--- src/rtl/branch_predictor_2bit.sv ---
// Direct-mapped branch predictor: per-entry 2-bit saturating counter, tag and target, optional gshare index.
// Latency: prediction is combinational (0 cycles); updates land on the next rising clk edge (1 cycle).
// Backpressure: none; accepts one update per cycle and the lookup path never stalls.
//
// Ports:
//   clk, rst         - clock and asynchronous active-high reset
//   pc_if            - fetch PC; drives pred_hit / pred_taken / pred_target / pred_idx
//   upd_*            - one resolved conditional branch per cycle when upd_valid=1
//   ghr              - global history (always 0 in bimodal mode)
//   n_updates        - saturating count of accepted updates
//   n_mispred        - saturating count of updates whose captured prediction was wrong
module branch_predictor_2bit #(
    parameter int ENTRIES = 16,
    parameter int TAG_W   = 8,
    parameter int ADDR_W  = 32,
    parameter int GSHARE  = 0,
    parameter int CNT_W   = 16,
    localparam int IDX_W  = $clog2(ENTRIES)
) (
    input  logic              clk,
    input  logic              rst,
    input  logic [ADDR_W-1:0] pc_if,
    output logic              pred_hit,
    output logic              pred_taken,
    output logic [ADDR_W-1:0] pred_target,
    output logic [IDX_W-1:0]  pred_idx,
    input  logic              upd_valid,
    input  logic [ADDR_W-1:0] upd_pc,
    input  logic [IDX_W-1:0]  upd_idx,
    input  logic              upd_taken,
    input  logic [ADDR_W-1:0] upd_target,
    input  logic              upd_pred_taken,
    output logic [IDX_W-1:0]  ghr,
    output logic [CNT_W-1:0]  n_updates,
    output logic [CNT_W-1:0]  n_mispred
);

    // Counter encoding: 00 strong-NT, 01 weak-NT, 10 weak-T, 11 strong-T.
    localparam logic [1:0] CNT_RST   = 2'b01;
    localparam logic [1:0] CNT_ALLOC = 2'b10;
    localparam logic [1:0] CNT_MAX   = 2'b11;
    localparam logic [1:0] CNT_MIN   = 2'b00;

    // Elaboration-time parameter sanity.
    if (ENTRIES < 4 || (ENTRIES & (ENTRIES - 1)) != 0) begin : g_bad_entries
        $error("ENTRIES must be a power of two and at least 4");
    end
    if (ADDR_W < IDX_W + TAG_W + 2) begin : g_bad_addr
        $error("ADDR_W too narrow for index plus tag bits");
    end

    // ------------------------------------------------------------------
    // Table and bookkeeping state
    // ------------------------------------------------------------------
    logic              valid_q [ENTRIES];
    logic [TAG_W-1:0]  tag_q   [ENTRIES];
    logic [1:0]        cnt_q   [ENTRIES];
    logic [ADDR_W-1:0] tgt_q   [ENTRIES];

    logic [IDX_W-1:0]  ghr_q,   ghr_d;
    logic [CNT_W-1:0]  n_upd_q, n_upd_d;
    logic [CNT_W-1:0]  n_mis_q, n_mis_d;

    // ------------------------------------------------------------------
    // Lookup path (purely combinational from stored state, no bypass)
    // ------------------------------------------------------------------
    logic [IDX_W-1:0] lk_idx;
    logic [TAG_W-1:0] lk_tag;

    // ghr_q is held at zero in bimodal mode, so the XOR is transparent there.
    assign lk_idx = pc_if[IDX_W+1:2] ^ ghr_q;
    assign lk_tag = pc_if[IDX_W+TAG_W+1:IDX_W+2];

    assign pred_hit    = valid_q[lk_idx] && (tag_q[lk_idx] == lk_tag);
    assign pred_taken  = pred_hit && cnt_q[lk_idx][1];
    assign pred_target = pred_hit ? tgt_q[lk_idx] : '0;
    assign pred_idx    = lk_idx;
    assign ghr         = ghr_q;
    assign n_updates   = n_upd_q;
    assign n_mispred   = n_mis_q;

    // PC bits outside the index/tag fields are intentionally ignored (aliasing).
    logic unused_pc_bits;
    assign unused_pc_bits = ^{pc_if, upd_pc};

    // ------------------------------------------------------------------
    // Update path
    // ------------------------------------------------------------------
    logic [TAG_W-1:0]  upd_tag;
    logic              upd_hit;
    logic              wr_en;
    logic [1:0]        cnt_d;
    logic [ADDR_W-1:0] tgt_d;

    assign upd_tag = upd_pc[IDX_W+TAG_W+1:IDX_W+2];
    assign upd_hit = valid_q[upd_idx] && (tag_q[upd_idx] == upd_tag);

    always_comb begin
        wr_en = 1'b0;
        cnt_d = cnt_q[upd_idx];
        tgt_d = tgt_q[upd_idx];
        if (upd_valid) begin
            if (upd_hit) begin
                wr_en = 1'b1;
                if (upd_taken) begin
                    cnt_d = (cnt_q[upd_idx] == CNT_MAX) ? CNT_MAX : cnt_q[upd_idx] + 2'd1;
                    tgt_d = upd_target;
                end else begin
                    cnt_d = (cnt_q[upd_idx] == CNT_MIN) ? CNT_MIN : cnt_q[upd_idx] - 2'd1;
                end
            end else if (upd_taken) begin
                // Taken miss allocates, evicting whatever lived at this index.
                wr_en = 1'b1;
                cnt_d = CNT_ALLOC;
                tgt_d = upd_target;
            end
            // A not-taken miss leaves the table untouched.
        end
    end

    // History is non-speculative: it only moves with resolved outcomes.
    always_comb begin
        ghr_d = ghr_q;
        if (GSHARE != 0 && upd_valid) begin
            ghr_d = {ghr_q[IDX_W-2:0], upd_taken};
        end
    end

    // Statistics saturate at all-ones rather than wrapping.
    always_comb begin
        n_upd_d = n_upd_q;
        n_mis_d = n_mis_q;
        if (upd_valid) begin
            if (n_upd_q != '1) begin
                n_upd_d = n_upd_q + CNT_W'(1);
            end
            if ((upd_pred_taken != upd_taken) && (n_mis_q != '1)) begin
                n_mis_d = n_mis_q + CNT_W'(1);
            end
        end
    end

    // ------------------------------------------------------------------
    // State registers
    // ------------------------------------------------------------------
    always_ff @(posedge clk or posedge rst) begin
        if (rst) begin
            for (int i = 0; i < ENTRIES; i++) begin
                valid_q[i] <= 1'b0;
                tag_q[i]   <= '0;
                cnt_q[i]   <= CNT_RST;
                tgt_q[i]   <= '0;
            end
        end else if (wr_en) begin
            valid_q[upd_idx] <= 1'b1;
            tag_q[upd_idx]   <= upd_tag;
            cnt_q[upd_idx]   <= cnt_d;
            tgt_q[upd_idx]   <= tgt_d;
        end
    end

    always_ff @(posedge clk or posedge rst) begin
        if (rst) begin
            ghr_q   <= '0;
            n_upd_q <= '0;
            n_mis_q <= '0;
        end else begin
            ghr_q   <= ghr_d;
            n_upd_q <= n_upd_d;
            n_mis_q <= n_mis_d;
        end
    end

endmodule

--- config.mk ---
export PLATFORM = sky130hd
export DESIGN_NAME = branch_predictor_2bit
export DESIGN_NICKNAME = d
export VERILOG_FILES = /design/src/rtl/branch_predictor_2bit.sv
export SDC_FILE = /design/constraint.sdc
export NUM_CORES = 2
export LEC_CHECK = 0
export CAP_MARGIN = 0
export CORE_ASPECT_RATIO = 2
export CORE_UTILIZATION = 48
export DETAILED_ROUTE_END_ITERATION = 6
export HOLD_SLACK_MARGIN = 0.15
export PLACE_DENSITY = 0.66
export SLEW_MARGIN = 15
export SYNTH_ARGS = -nofsm -noshare
export SYNTH_HDL_FRONTEND = slang
export SYNTH_SLANG_ARGS = --single-unit
--- constraint.sdc ---
create_clock -name clk -period 35.3 [get_ports clk]
set_input_delay 7.06 -clock clk [delete_from_list [all_inputs] [get_ports clk]]
set_output_delay 7.06 -clock clk [all_outputs]
set_load 0.1 [all_outputs]
==> results.md <==
- Post-Synthesis Cells: between 2000 and 2500
- Fillers: about 6300
- Crit-path slowest cell: clkdlybuf4s50_1
- GP Congestion: ~0.81
- Max Cap Viol: 0
- Power share of the combinational group: 0.206
- Number of global-route vias before repair: around 25000
- Layout cell share with drive strength beyond 1: 0.534
- P per Cell Area: 52.4 nW/um^2
- RSZ-0062 raised after global routing: no
- Port Buffers: between 100 and 150
- Initial antenna violation count: 0
- Global-route wire length before repair: 159 mm
- GR Util All Layers: 0.263
- Antenna Violating Nets Remaining: 0
- First DRT Iteration DRCs: approximately 1400
- CP Launch Point: pc_if[2]
- Pwr Total: about 2.2 mW
- Sequential share of power: 0.461
- Hold Path Class: flop to flop
- Wire per inst: 29.7 um
- Site row count: around 150
- Placed Area: 40400 sq um
- DR vias: between 20000 and 25000
- Minimum clock period after layout: approximately 20 ns
- Htree depth: 3
- Slew headroom: 0.264
- Layout Nets: approximately 2500
- Critical path launch point type: input pin
- Clock skew: around 0.024 ns
- Clk Latency, worst-skew pair: about 0.66 ns
- Final Max Slew Viols: 0
- CP Capture Point: pred_target[24]
- Final Hold Viols: 0
- EDFF count, synth: 0
- CTS max path bufs: 3
- CTS clk-pin slew, worst paths: 0.06 ns
- Seq/Total Area, Yosys: 0.470
- Die Height: 402 um
- Critical Path AT: between 10 and 15 ns
- CTS buffer count: 67
- Most frequent cells in the layout: dfrtp_1 (704), mux2_2 (665), mux4_2 (398), clkdlybuf4s50_1 (122), clkbuf_16 (69)
- Cts hold-fix bufs: 0
- Commonest non-fill, non-tap cell in the layout: dfrtp_1
- Antenna Cells: 0
- Multi-input gate area: just under 20000 sq um
- Area grow syn2layout: 11.2%
- Slew @ Worst Pin: around 1.1 ns
- Maximum operating frequency: 49.2 MHz
- CTS sink cnt: approximately 700
- Worst-path fanout max: 88
- Die Span X: about 200 um
- Status: completed
- Reg-to-Reg End: tgt_q[362]$_DFFE_PP0P_
- Synthesized area per cell: around 16 sq um
- Cells on worst reg2reg path: 9
- Post-synth ARST share: 1.00
- Dpl ws: around 15 ns
- Pre-Repair DR Iteration Count: 5
- Post-CTS Resized: 0
- Clock root buffer: clkbuf_16
- DP HPWL: a little under 60 mm
- Core footprint: between 70000 and 80000 sq um
- Period utilization: 0.575
- Max VDD drop: roughly 0.000033 V
- Critical path, cell by cell: buf_8 > buf_12 > mux4_2 > mux4_2 > xor2_1 > nor4_1 > nand3_2 > buf_4 > nor2b_1 > clkdlybuf4s50_1
- Final setup fails: 0
- Setup WS post-layout: around 15 ns
- IO Pins: around 180
- Routed WL: about 100 mm
- Register area: 18000 sq um
- Critical path class: input pin to primary output
- Gr ovfl total: 0
- Die ar.: ~81000 sq um
- Internal power: about 1.6 mW
- CP max stage delay: 1.22 ns
- Reg-to-reg startpoint: tag_q[24]$_DFFE_PP0P_
- TritonCTS clock tree: yes
- Largest net degree at the start of global routing: approximately 200
- Crit. End Element: primary output
- FF+latch count, synth: roughly 700
- Postcts setup bufs: 0
- Synthesized cell area: roughly 38000 sq um
- Cell variety after synth: 57
- Starting Density: 0.485
- Vias per cell: ~6.5
- Crit-path most repeated cell: mux4_2
- Design area: 42700 sq um
- Top FF cell, synth: dfrtp_1
- Static Leak: ~19 nW
- Setup slack, reg-to-reg: a little over 30 ns
- Drt drc: 0
- Clk pwr share: 0.334
- TNS Setup: 0 ns
- YS warnings: 0
- Hold Path Cell Cnt: 1
- Psw: between 0.6 and 0.7 mW
- Worst EP required: around 28 ns
- Net Sw Frac: 0.284
power groups by stage:
stage	registers [mW]	logic (mW)	clock network, mW
2_1_floorplan	1.06	0.321	0
3_3_place_gp	1.03	0.452	0
3_5_place_dp	1.04	0.464	0
4_1_cts	1.03	0.465	0.763
5_1_grt	1.04	0.492	0.795
6_report	1.03	0.460	0.746
area by class of cell:
cell class                      instances  share of cell area
Multi-Input combinational cell       1405               0.455
Sequential cell                       720               0.423
Clock buffer                          100              0.0455
Timing Repair Buffer                  171              0.0395
Tap cell                             1036              0.0304
Clock inverter                         19             0.00595
Inverter                               10             0.00106
layer usage:
metal / share of wire / GRT usage / wire, um / up-vias
met2: 0.53 / 0.460 / 54400 / 658
met1: 0.40 / 0.333 / 40600 / 12300
met4: 0.035 / 0.100 / 3590 / 0
met5: 0 / 0 / 0 / -
li1: - / - / - / 9165
met3: 0.040 / 0.0318 / 4060 / 174
sequential cells by signal (all words and copies together), names as in the netlist:
name       count
tgt_q        512
n_updates     16
n_mispred     16
cnt_q         32
valid_q       16
tag_q        128
worst min path at each step:
stage	startpoint	endpoint	slack, ns
after floorplan	valid_q[14]$_DFFE_PP0P_	valid_q[14]$_DFFE_PP0P_	0.44
after global placement	valid_q[9]$_DFFE_PP0P_	valid_q[9]$_DFFE_PP0P_	0.47
after detailed placement	valid_q[9]$_DFFE_PP0P_	valid_q[9]$_DFFE_PP0P_	0.47
after CTS	valid_q[9]$_DFFE_PP0P_	valid_q[9]$_DFFE_PP0P_	0.49
after global routing	valid_q[8]$_DFFE_PP0P_	valid_q[8]$_DFFE_PP0P_	0.51
final	valid_q[9]$_DFFE_PP0P_	valid_q[9]$_DFFE_PP0P_	0.49
through the flow:
step                utilization  std cells  hold slack (ns)
floorplan                     -       2368            0.444
global placement          0.511       3341            0.465
detailed placement        0.511       3341            0.475
CTS                       0.539       3460            0.492
global route              0.539       3461            0.508
finish                    0.539       3461            0.490
cells in the mapped netlist, drive strengths merged (7+ instances only):
| master | number | area [sq um] |
|---|---|---|
| nor2b | 42 | 263 |
| nand4 | 7 | 50.1 |
| mux4 | 398 | 8960 |
| nand2b | 13 | 81.3 |
| buf | 129 | 682 |
| or2 | 7 | 43.8 |
| and3 | 10 | 62.6 |
| nand2 | 22 | 82.6 |
| xor2 | 22 | 193 |
| dfrtp | 704 | 17600 |
| a22oi | 16 | 120 |
| nand3 | 22 | 110 |
| nor2 | 15 | 56.3 |
| mux2i | 41 | 410 |
| dfstp | 16 | 420 |
| mux2 | 707 | 8110 |
| xnor2 | 23 | 201 |
| a21oi | 10 | 50.1 |
| clkbuf | 104 | 390 |
| inv | 9 | 33.8 |
kinds of logic after synthesis:
logic type               count (synthesis)  share of synthesized area
other                                    1                  0.0000977
multiplexers                          1146                      0.456
buffers and inverters                  243                     0.0289
flip-flops                             720                      0.470
AO/OA/AOI/OAI                           51                     0.0103
XOR/XNOR                                45                     0.0103
adder cells (fa/ha/maj)                  3                   0.000913
AND/OR/NAND/NOR                        156                     0.0239
worst max-delay path, delay by kind of cell:
family        cells  cell delay [ns]
xor+xnor          1             0.18
buf+inv           4             2.97
mux               2             1.09
simple gates      3             1.62
No activity file was read; power rests on OpenSTA's default activity.
